`config.mk`:
```
export PLATFORM = sky130hd
export DESIGN_NAME = shifter_rev_seq
export DESIGN_NICKNAME = d
export VERILOG_FILES = /design/src/rtl/shifter_rev_seq.sv
export SDC_FILE = /design/constraint.sdc
export NUM_CORES = 1
export LEC_CHECK = 0
export CAP_MARGIN = 30
export CORE_MARGIN = 8
export CORE_UTILIZATION = 45
export DETAILED_ROUTE_END_ITERATION = 7
export HOLD_SLACK_MARGIN = 0.15
export PLACE_DENSITY = 0.69
export SLEW_MARGIN = 10
export SYNTH_ARGS = -nofsm -noshare
export SYNTH_HDL_FRONTEND = slang
export SYNTH_SLANG_ARGS = --single-unit
```
`constraint.sdc`:
```
create_clock -name clk -period 2.7 [get_ports clk]
set_input_delay 0.405 -clock clk [delete_from_list [all_inputs] [get_ports clk]]
set_output_delay 0.405 -clock clk [all_outputs]
set_load 0.005 [all_outputs]
```
`src/rtl/shifter_rev_seq.sv`:
```
// shifter_rev_seq: multi-cycle 16-bit shifter (SRL / ASL / ROL).
// An accepted request is processed in greedy steps of 9, 3 or 1 positions,
// one step per RUN cycle, followed by a single-cycle DONE pulse.
//
// Ports:
//   clk        sole clock, rising edge
//   rst        asynchronous active-high reset
//   start      request, sampled only in IDLE
//   Shift_In   16-bit operand
//   Shift_Val  shift amount 0..15
//   Mode_In    00 SRL, 01 ASL, 10 ROL, 11 illegal
//   busy       high in RUN
//   done       one-cycle completion pulse (DONE state)
//   Shift_Out  result, held until the next accepted start
//   ovfl       ASL signed-overflow flag, held with Shift_Out
//   err        illegal-mode flag, held with Shift_Out
module shifter_rev_seq (
    input  logic        clk,
    input  logic        rst,
    input  logic        start,
    input  logic [15:0] Shift_In,
    input  logic [3:0]  Shift_Val,
    input  logic [1:0]  Mode_In,
    output logic        busy,
    output logic        done,
    output logic [15:0] Shift_Out,
    output logic        ovfl,
    output logic        err
);

    typedef enum logic [1:0] {
        IDLE = 2'd0,
        RUN  = 2'd1,
        DONE = 2'd2
    } state_t;

    state_t      state, state_nxt;

    logic [15:0] data_q;
    logic [3:0]  rem_q;
    logic [1:0]  mode_q;
    logic        msb_q;
    logic        ovfl_q;
    logic        err_q;

    logic [4:0]  step;
    logic [15:0] top_mask;
    logic [15:0] step_res;
    logic        step_ovf;

    // Greedy step and its effect on the working operand.
    always_comb begin
        if (rem_q >= 4'd9)
            step = 5'd9;
        else if (rem_q >= 4'd3)
            step = 5'd3;
        else
            step = 5'd1;

        // Bits that leave the top of the word during this step.
        top_mask = ~(16'hFFFF >> step);

        case (mode_q)
            2'b00:   step_res = data_q >> step;
            2'b01:   step_res = data_q << step;
            2'b10:   step_res = (data_q << step) | (data_q >> (5'd16 - step));
            default: step_res = data_q;
        endcase

        // Overflow if an ejected bit or the new sign differs from the
        // original sign; checking the new sign on every step is equivalent
        // to checking only the final one, since earlier ones get ejected.
        step_ovf = (mode_q == 2'b01) &&
                   ((((data_q ^ {16{msb_q}}) & top_mask) != '0) ||
                    (step_res[15] != msb_q));
    end

    // State register
    always_ff @(posedge clk or posedge rst) begin
        if (rst)
            state <= IDLE;
        else
            state <= state_nxt;
    end

    // Next-state logic
    always_comb begin
        state_nxt = state;
        case (state)
            IDLE: begin
                if (start) begin
                    if (Mode_In == 2'b11 || Shift_Val == 4'd0)
                        state_nxt = DONE;
                    else
                        state_nxt = RUN;
                end
            end
            RUN: begin
                if (rem_q == step[3:0])
                    state_nxt = DONE;
            end
            DONE:    state_nxt = IDLE;
            default: state_nxt = IDLE;
        endcase
    end

    // Output logic
    always_comb begin
        busy      = (state == RUN);
        done      = (state == DONE);
        Shift_Out = data_q;
        ovfl      = ovfl_q;
        err       = err_q;
    end

    // Datapath
    always_ff @(posedge clk or posedge rst) begin
        if (rst) begin
            data_q <= '0;
            rem_q  <= '0;
            mode_q <= '0;
            msb_q  <= 1'b0;
            ovfl_q <= 1'b0;
            err_q  <= 1'b0;
        end else begin
            case (state)
                IDLE: begin
                    if (start) begin
                        mode_q <= Mode_In;
                        rem_q  <= Shift_Val;
                        msb_q  <= Shift_In[15];
                        ovfl_q <= 1'b0;
                        err_q  <= (Mode_In == 2'b11);
                        data_q <= (Mode_In == 2'b11) ? '0 : Shift_In;
                    end
                end
                RUN: begin
                    data_q <= step_res;
                    rem_q  <= rem_q - step[3:0];
                    if (step_ovf)
                        ovfl_q <= 1'b1;
                end
                default: ;
            endcase
        end
    end

endmodule
```
# [After elaboration in Yosys (flattened, before gate mapping)]
# Index checks and enable logic that the tools add are counted.
[classes] addsub=2 multipliers=0 div_mod_pow=0 order_cmp=2 eq_ne=11 n_shift=4 n_mux=15 bitwise=4 reduce_logical=13
[op_table] op="16-bit one-hot mux with 3 select lines" count=1
[op_table] op="16-bit 2-to-1 mux" count=2
[op_table] op="16-bit one-hot mux with 2 select lines" count=1
[op_table] op="16-bit by 5-bit >> shifter with 16-bit output" count=2
[op_table] op="16-bit AND" count=1
[op_table] op="16-bit NOT" count=1
[op_table] op="16-bit OR" count=1
[op_table] op="16-bit nonzero test" count=1
[op_table] op="16-bit by 5-bit left shift with 16-bit output" count=1
[op_table] op="16-bit by 5-bit >> shifter with 16-bit output, first input constant" count=1
[op_table] op="16-bit bitwise XOR" count=1
[op_table] op="2-bit 2-to-1 mux" count=4
[op_table] op="4-bit 2-to-1 mux" count=2
[op_table] op="4-bit one-hot mux with 2 select lines" count=1
[op_table] op="2-bit == test, second input constant" count=3
[op_table] op="2-bit AND reduction" count=3
[op_table] op="3-bit AND reduction" count=2
[op_table] op="5-bit subtractor, first input constant" count=1
[op_table] op="2-bit by 1-bit == test with 1-bit output, second input constant" count=2
[op_table] op="4-bit == test" count=1
[op_table] op="4-bit by 2-bit >= comparator with 1-bit output, second input constant" count=1
[op_table] op="4-bit >= comparator, second input constant" count=1
[op_table] op="2-bit zero test" count=2
[op_table] op="4-bit zero test" count=1
[op_table] op="11 further kinds" count=14
[totals] register_bits=27 latch_bits=0 ram_bits=0 rom_bits=0 out_inout_bits=20 elab_cells=59 mem_count=0

# [Logic depth before layout (Yosys ltp)]
# Gate-level depths: netlist (run 1).
[depth] word_depth=12 depth_mapped=11

# [Worst setup path before layout (run 1)]
# No wires, ideal clock.
[synth_timing] path_type="register to register" start="register rem_q[1]" end="register rem_q[2]" setup_ps=151 arrival_time_ps=2116 t_required_ps=2549 setup_slack_ps=433 stages_incl_launch_ff=10 n_path_buf=3 cell_sequence="dfrtp_1 buf_6 or4b_1 buf_2 o21a_4 buf_6 fa_1 nor2_1 xnor2_1 o21ai_0"
[synth_via] elab_chain_len=5
[synth_lines] element="start: declaration" line="40" source="logic [3:0] rem_q;"
[synth_lines] element="start signal: assignment" line="130" source="rem_q <= Shift_Val;"
[synth_lines] element="start signal: assignment" line="139" source="rem_q <= rem_q - step[3:0];"
[synth_lines] element="4-bit by 2-bit >= comparator with 1-bit output" line="55" source="else if (rem_q >= 4'd3)"
[synth_lines] element="2-bit 2-to-1 mux" line="55"
[synth_lines] element="4-bit 2-to-1 mux" line="53" source="if (rem_q >= 4'd9)"
[synth_lines] element="4-bit subtractor (*)" line="139"
[synth_lines] element="4-bit one-hot mux with 2 select lines (*)" line="126" source="case (state)"
# Every way passes the cells marked *; elsewhere a longest branch is shown, timed or not.
# A chain may end at the register's enable or synchronous reset.

# [Final worst setup path (run 1)]
[layout_timing] start="register state[0]" end="output port busy"
[layout_via] elab_chain_len=1
[layout_lines] element="start: declaration" line="37" source="state_t state, state_nxt;"
[layout_lines] element="start signal: assignment" line="83" source="state <= state_nxt;"
[layout_lines] element="2-bit by 1-bit == test with 1-bit output" line="109" source="busy = (state == RUN);"
[layout_lines] element="end: declaration" line="24" source="output logic busy,"
# No other way between the ends.

==> flow_metrics.tcl, run 1 <==
set metrics [dict create \
    status "finished clean" \
    synth-async-reset-ratio_pct 100 \
    pre_cts_ws_ps 375 \
    stdcell_count 419 \
    port_buffers 44 \
    cts_resized 0 \
    cts_made_buffers 3 \
    clkSlewWorstSetupHoldPaths_ps 110 \
    powerDensity_nw_per_um2 1460 \
    setup_ws_ps 434 \
    htree_levels 1 \
    peakVddDrop_mv 0.739 \
    crit_arrival_ps 1860 \
    avgSynthCellArea_sq_um 7.83 \
    root_buffer "clkbuf_8" \
    drv_cap 0 \
    grt.overflow.total 0 \
    coreArea_sq_um 5370 \
    syn-num-nets 344 \
    cts_setup_buffers 0 \
    holdWs_ps 487 \
    slew_viol_final 0 \
    area_delta_synth_final_pct 22.9 \
    skew_ps 13.1 \
    critPathLaunchType "register" \
    cts_tree "done" \
    die_area_sq_um 8040 \
    ys_types 66 \
    grt_first_pass_wirelength_microns 13100 \
    yosysSeqAreaShare_pct 27.6 \
    yosysWarningCount 0 \
    worstSkewPairLatency_ps 280 \
    fin_crit_ps 2270 \
    setup_violations 0 \
    relSlewSlack_pct 64.8 \
    path_class "register to output port" \
    synth_edf_count 0 \
    max_freq_mhz 441 \
    start_util_pct 45.5 \
    die_w_microns 89.7 \
    gp_congestion 0.974 \
    drcViolationCount 0 \
    ys_dominant_reg_cell "dfrtp_1" \
    antennaDiodeCount 0 \
    holdBufCountCts 0 \
    vias 2675 \
    worstPathMaxFanout 15 \
    grt_usage_pct 20.7 \
    first_pass_iters 5 \
    grt_max_degree 28 \
    rsz0062_at_grt "false" \
    end_kind "output port" \
    fp.dieH_microns 89.7 \
    finalWirelength_microns 8000 \
    drive_gt1_share_pct 9.80 \
    pin_count 45 \
    hold_violations 0 \
    synthCells 312 \
    wl_per_cell_microns 19.1 \
    power.leakage_nw 1.19 \
    cp_data_required_time_ps 2300 \
    fin_crit_sh_pct 83.9 \
    fin_tns_setup_ps 0 \
    syn-cell-area_sq_um 2440 \
    fin_nets 380 \
    hp-class "input port to async pin" \
    antenna_found_initial 0 \
    place_inst 415 \
    grt_pass1_vias 2599 \
    rows 27 \
    tightest_slew_ps 515 \
    via_per_inst 6.38 \
    dr.first_iter.drc_count 389 \
    clockBufferDepth 2 \
    hpwl_microns 5660 \
    clock-sinks 27 \
    drtAntennaViolNets 0 \
    synth_seq_cells 27 \
]
## layout by cell type, fill, tap and decap left out, types with 4 or more instances in the layout
master            n
o22a_1            4
o221ai_1          6
buf_4            18
clkdlybuf4s50_1  44
dfrtp_1          27
a21oi_1          25
nor2_1           28
inv_1             9
o22ai_1          14
nor3b_1           4
nor3_1            6
ha_1              6
nand2b_1          5
mux2i_1           4
nand3_1           6
o21ai_0          26
and3_1            7
a31oi_1           5
nand2_1          31
## registers in the layout, indices dropped and copies added (netlist names)
signal and cells:
Shift_Out 16, err 1, mode_q 2, msb_q 1, ovfl 1, rem_q 4
state 2
## final cells by class
class | count | area, sq um
multi-input combinational | 245 | 1580
timing repair buffer | 62 | 576
inverter | 9 | 33.8
fill | 497 | 2370
clock buffer | 4 | 45.0
tap | 72 | 90.1
sequential | 27 | 676
## report_power, final
part | total, mW | internal, mW | leakage [nW] | switching, mW
registers | 1.07 | 0.607 | 0.333 | 0.466
logic | 3.07 | 1.40 | 0.835 | 1.67
clock network | 0.240 | 0.106 | 0.0228 | 0.134
total | 4.39 | 2.11 | 1.19 | 2.27
## worst max-delay path, cell delays in order (launching register included)
cell	delay [ps]
dfrtp_1	600
nand2b_1	290
inv_1	190
clkdlybuf4s50_1	520
## per-stage QoR
step | instance area (sq um) | total power, mW | utilization, %
3_3_place_gp | 2960 | 4.06 | 55.1
6_report | 3000 | 4.39 | 55.9
3_5_place_dp | 2960 | 4.09 | 55.1
2_1_floorplan | 2440 | 3.04 | -
4_1_cts | 3000 | 4.34 | 55.9
5_1_grt | 3000 | 4.74 | 55.9
## Yosys cell counts (all sizes together) (2+ instances only)
master | instances | share of area [%]
ha | 6 | 3.1
nor2 | 28 | 4.3
nor3b | 4 | 1.2
dfrtp | 27 | 28
o22ai | 14 | 3.6
o21a | 3 | 1.2
and3 | 7 | 1.8
a211o | 3 | 1.1
or3 | 2 | 0.51
buf | 13 | 3.4
nand2 | 31 | 4.8
xnor2 | 2 | 0.72
a21oi | 25 | 5.1
o21ai | 27 | 5.5
nor3 | 6 | 1.2
o211ai | 3 | 0.92
o31ai | 4 | 1.4
a32oi | 2 | 0.72
a211oi | 3 | 1.1
nand3 | 6 | 1.2
a21o | 3 | 0.92
o22a | 4 | 1.4
or4b | 2 | 0.97
o31a | 3 | 1.1
o221a | 2 | 0.92
a2111oi | 3 | 1.8
nor4 | 3 | 0.77
or2 | 2 | 0.51
nor2b | 2 | 0.51
clkbuf | 18 | 2.8
mux2i | 4 | 1.6
o2111ai | 2 | 0.72
a221o | 2 | 0.82
a31oi | 5 | 1.3
nand2b | 5 | 1.3
inv | 9 | 1.4
and3b | 2 | 0.72
o221ai | 7 | 2.8
## routing by layer
metal,global-route usage [%],vias up,wire length (microns)
met4,7.70,0,215
met5,0,-,0
met2,31.7,158,3560
li1,-,1249,-
met3,2.82,28,769
met1,28.8,1240,3450
## worst paths after layout
kind | start | to | slack (ps) | depth (start not counted)
worst max-delay path | state[0] | busy | 430 | 3
worst min-delay path | rst | Shift_Out[3] | 490 | 3
worst max register to register | mode_q[0] | Shift_Out[10] | 450 | 7
worst min register to register | err | err | 520 | 2
max in group asynchronous | rst | Shift_Out[15] | 1930 | 3
min in group clk | err | err | 520 | 2
## kinds of logic (layout without fill, tap and decap cells)
| family | Yosys count | count (layout) | share of synthesized area (%) |
|---|---|---|---|
| compound gates | 125 | 125 | 36.3 |
| flops | 27 | 27 | 27.6 |
| xor+xnor | 2 | 2 | 0.717 |
| simple gates | 105 | 105 | 21.4 |
| mux | 5 | 5 | 2.10 |
| fa+ha+maj | 8 | 8 | 4.35 |
| buf+inv | 40 | 75 | 7.53 |
No activity file was read; power rests on OpenSTA's default activity.
==> inputs of run 2 (changes only) <==
Clock period 2.7 ns to 2.2 ns, I/O delays scaled along.
==> flow_metrics.tcl, run 2 (synthesized netlist as in run 1, its figures left out) <==
set metrics [dict create \
    via_per_inst 6.46 \
    crit_arrival_ps 2280 \
    drv_cap 0 \
    crit_family "simple AND/OR/NAND/NOR gates" \
    cp_cell_sequence "or4b_1, buf_4, o22ai_1, or4b_4, o21ai_0, a221o_1" \
    rows 27 \
    drive_gt1_share_pct 14.1 \
    coreArea_sq_um 5370 \
    multi_input_area_sq_um 1590 \
    first_pass_iters 5 \
    relSlewSlack_pct 66.4 \
    cp.depth 6 \
    clock-sinks 27 \
    start_util_pct 45.5 \
    power.leakage_nw 1.27 \
    setup_violations 0 \
    cpPeakStageDelay_ps 540 \
    slew_viol_final 0 \
    setup_ws_ps 98.5 \
    area_delta_synth_final_pct 28.7 \
    root_buffer "clkbuf_8" \
    pin_count 45 \
    cts_made_buffers 3 \
    final_cell_mix "clkdlybuf4s50_1 (44), nand2_1 (31), buf_4 (31)" \
    worstSkewPairLatency_ps 280 \
    cts_tree "done" \
    dpl_cell_area_sq_um 3100 \
    antennaDiodeCount 0 \
    slowest_stage "or4b_1" \
    end_kind "register" \
    gp_congestion 1.01 \
    fp.dieH_microns 89.7 \
    hp-class "input port to async pin" \
    powerDensity_nw_per_um2 1800 \
    drtAntennaViolNets 0 \
    rsz0062_at_grt "false" \
    drcViolationCount 0 \
    clkSlewWorstSetupHoldPaths_ps 100 \
    worstPathMaxFanout 8 \
    final_common_cell "clkdlybuf4s50_1" \
    seqCellArea_sq_um 676 \
    die_area_sq_um 8040 \
    tightest_slew_ps 499 \
    vias 2802 \
    hpwl_microns 6120 \
    port_buffers 44 \
    die_w_microns 89.7 \
    htree_levels 1 \
    grt.overflow.total 0 \
    grt_usage_pct 21.7 \
    rrSetupSlack_ps 100 \
    dr.first_iter.drc_count 382 \
    largest_reg_flops 16 \
    grt_first_pass_wirelength_microns 13600 \
    wl_per_cell_microns 19.2 \
    critPathLaunchType "register" \
    rr_endpoint "Shift_Out[15]" \
    final_util_pct 58.6 \
    finalWirelength_microns 8340 \
    hold_violations 0 \
    peakVddDrop_mv 1.03 \
    p_total_mw 5.67 \
    grt_pass1_vias 2646 \
    cp_data_required_time_ps 2370 \
    fin_crit_ps 2100 \
    fin_crit_sh_pct 95.5 \
    path_class "register to register" \
    antenna_found_initial 0 \
    critical_path_buf_inv_count 1 \
    clockBufferDepth 2 \
    skew_ps 8.30 \
    grt_max_degree 28 \
    fin_area_sq_um 3150 \
    cts_setup_buffers 0 \
    pre_cts_ws_ps 150 \
    reg2reg_from "rem_q[1]" \
    ff2ff_path_depth 6 \
    fin_tns_setup_ps 0 \
    fin_nets 395 \
    max_freq_mhz 476 \
    status "finished clean" \
    nFillCells 499 \
]
-- run 2: final cells by class --
cell class                      count  area share (%)
Multi-Input combinational cell    245            50.4
Timing Repair Buffer               77            22.7
Sequential cell                    27            21.5
Tap cell                           72            2.86
Clock buffer                        3            1.31
Inverter                            9            1.07
Clock inverter                      1           0.159
-- run 2: tightest hold or removal path: cells and delay by family --
kind / cells / cell delay (ps)
buffers and inverters: 3 / 800
-- run 2: report_power, final --
part	leakage (nW)	internal, mW	total (mW)	switching, mW
logic	0.916	1.95	4.18	2.23
registers	0.333	0.747	1.20	0.454
clock network	0.0255	0.127	0.295	0.168
-- run 2: repair_timing --
action	4_1_cts	5_1_grt
resized for setup	0	1
hold buffers	0	0
setup endpoints to repair	0	1
-- run 2: metal layers --
metal	vias up	part of all wire [%]	track usage, %
met5	-	0	0
met3	27	9.3	2.09
met1	1338	43	30.3
met2	161	45	34.2
met4	0	2.5	7.10
li1	1276	-	-
-- run 2: how the worst max path moves through the flow --
stage	endpoint	from	slack [ps]
finish	Shift_Out[15]	rem_q[1]	100
global placement	Shift_Out[15]	rem_q[1]	180
global route	Shift_Out[3]	rem_q[1]	30
CTS	busy	state[0]	100
detailed placement	Shift_Out[15]	rem_q[1]	150
floorplan	state[0]	rem_q[1]	-20
-- run 2: stage by stage --
| stage | hold WS (ps) | cells |
|---|---|---|
| floorplan | 383 | 312 |
| global placement | 471 | 430 |
| detailed placement | 488 | 430 |
| CTS | 430 | 434 |
| global route | 494 | 434 |
| finish | 432 | 434 |
==> patch, RTL diff (flow settings as in run 1) <==
Make the reset (`rst`) synchronous in 2 clocked blocks. Comments in the files are not updated.
--- a/src/rtl/shifter_rev_seq.sv
+++ b/src/rtl/shifter_rev_seq.sv
@@ -78,3 +78,3 @@
     // State register
-    always_ff @(posedge clk or posedge rst) begin
+    always_ff @(posedge clk) begin
         if (rst)
@@ -116,3 +116,3 @@
     // Datapath
-    always_ff @(posedge clk or posedge rst) begin
+    always_ff @(posedge clk) begin
         if (rst) begin
Behaviour: differs if rst is asserted again (counterexample within 4 cycles, from zero or initial values and one cycle with rst high); with rst held inactive, the same outputs for 10 cycles.
==> patch against run 1 <==
Design area shrank 4.5%; first-iteration DRC count is 9.5% higher; sequential cell count did not move; routed wire length down 0.45%; synthesized area decreased by 4.4%; clock skew fell by 0.0037 ns; worst setup slack improved by 0.0056 ns; critical path type is now reg2reg; fmax grew 0.25%.
Power is not compared: it rests on default switching activity, and its combinational part moved more than twofold at a synthesized area within 25%.
==> patch: results (changes against run 1) <==
metric,value,unit,change
status,"finished, final reports clean",,unchanged
worst_slew_margin_rel,0.522,,was 0.648
grt_usage,0.210,,was 0.207
hp-class,reg2reg,,was in2async
drt_iter0_drc,426,,was 389
hpwl,5680,µm,was 5660 µm
vias,2723,,was 2675
synth_common_cells,"41 x a21oi_1, 36 x nand2_1, 30 x nor2_1, 27 x dfxtp_1",,"was 31 x nand2_1, 28 x nor2_1, 27 x dfrtp_1, 26 x o21ai_0, 25 x a21oi_1"
yosys-top-cells-area,"dfxtp_1 23%, a21oi_1 8.8%, nand2_1 5.8%",,"was dfrtp_1 28%, o21ai_0 5.3%, a21oi_1 5.1%"
max_stage_delay,0.49,ns,was 0.60 ns
crit_arrival,2.42,ns,was 1.86 ns
diodes,0,,unchanged
synth-async-reset-ratio,0,,was 1.00
r2r_end,Shift_Out[8],,was Shift_Out[10]
synth.distinct_cells,60,,was 66
gr-usage-met1,0.275,,was 0.288
grt_max_degree,29,,was 28
drive_gt1_frac,0.0960,,was 0.0980
gp_congestion,0.937,,was 0.974
grt_use_met3,0.0347,,was 0.0282
seq_area_frac_synth,0.231,,was 0.276
nets,387,,was 380
rr_startpoint,mode_q[0],,unchanged
drt-total-wl,7960,µm,was 8000 µm
worstPathMaxFanout,13,,was 15
timing.reg2reg.setup_slack,0.44,ns,
skew,0.00941,ns,was 0.0131 ns
grt_pass1_vias,2581,,was 2599
grt_pass1_wl,13100,µm,about the same
crit_family,simple AND/OR/NAND/NOR gates,,was buffers and inverters
synth.net_count,356,,was 344
gr-usage-met2,0.339,,was 0.317
[patch: changes by cell type after synthesis, sizes merged, moves of 7 or more]
cell / delta
o22ai: -11
nand3: +7
o21ai: -14
dfxtp: +27
dfrtp: -27
a21oi: +19
[patch: final cells by class]
type                       count  area (µm²)
clock buffer                   3        41.3
fill                         512        2200
inverter                      10        37.5
timing repair buffer          59         553
multi-input combinational    254        1600
sequential                    27         541
clock inverter                 1        7.51
tap                           70        87.6
[patch: power by group through the flow]
stage,Combinational [mW],Clock [mW],Sequential (mW)
after floorplan,0.531,0,0.501
after global placement,0.706,0,0.582
after detailed placement,0.712,0,0.583
after CTS,0.719,0.255,0.575
after global routing,0.796,0.277,0.589
final,0.726,0.257,0.580
[patch: worst reg2reg max path, cell delays in order, from the launching register on]
cell and delay (ns):
dfxtp_1 0.39, inv_1 0.09, ha_1 0.37, or2_2 0.47, nand2_1 0.17, a211oi_1 0.07, a2111oi_0 0.49, nor3_1 0.09
[patch: cells by family (layout without fill, tap and decap cells)]
logic type                 Yosys count  after routing  share of synthesized area
buffers and inverters               43             73                     0.0830
DFF                                 27             27                      0.231
and+or+nand+nor                    122            122                      0.255
muxes                               10             10                     0.0434
adders and majority gates            7              7                     0.0407
AOI/OAI and AO/OA                  114            114                      0.343
xor gates and xnor gates             1              1                    0.00375
[patch: routing by layer]
layer / routed length (µm) / vias to the layer above
met5: 0 / -
met4: 96 / 0
met3: 697 / 18
met2: 3740 / 156
met1: 3430 / 1277
li1: - / 1272
[patch: worst max path at each step]
| stage | cells after the start | start | end | slack [ns] |
|---|---|---|---|---|
| after global placement | 6 | start | Shift_Out[6] | 0.47 |
| final | 7 | mode_q[0] | Shift_Out[8] | 0.44 |
| after CTS | 7 | mode_q[0] | Shift_Out[8] | 0.41 |
| after global routing | 7 | mode_q[0] | Shift_Out[8] | 0.21 |
| after floorplan | 9 | rem_q[0] | rem_q[1] | 0.62 |
| after detailed placement | 7 | mode_q[0] | Shift_Out[8] | 0.44 |
[patch: per-stage QoR]
stage	std cells	hold slack, ns	area, µm²	setup WS (ns)
after global routing	424	0.508	2870	0.213
final	424	0.469	2870	0.439
after global placement	420	0.449	2820	0.473
after floorplan	324	0.450	2340	0.617
after CTS	424	0.473	2870	0.409
after detailed placement	420	0.453	2820	0.440
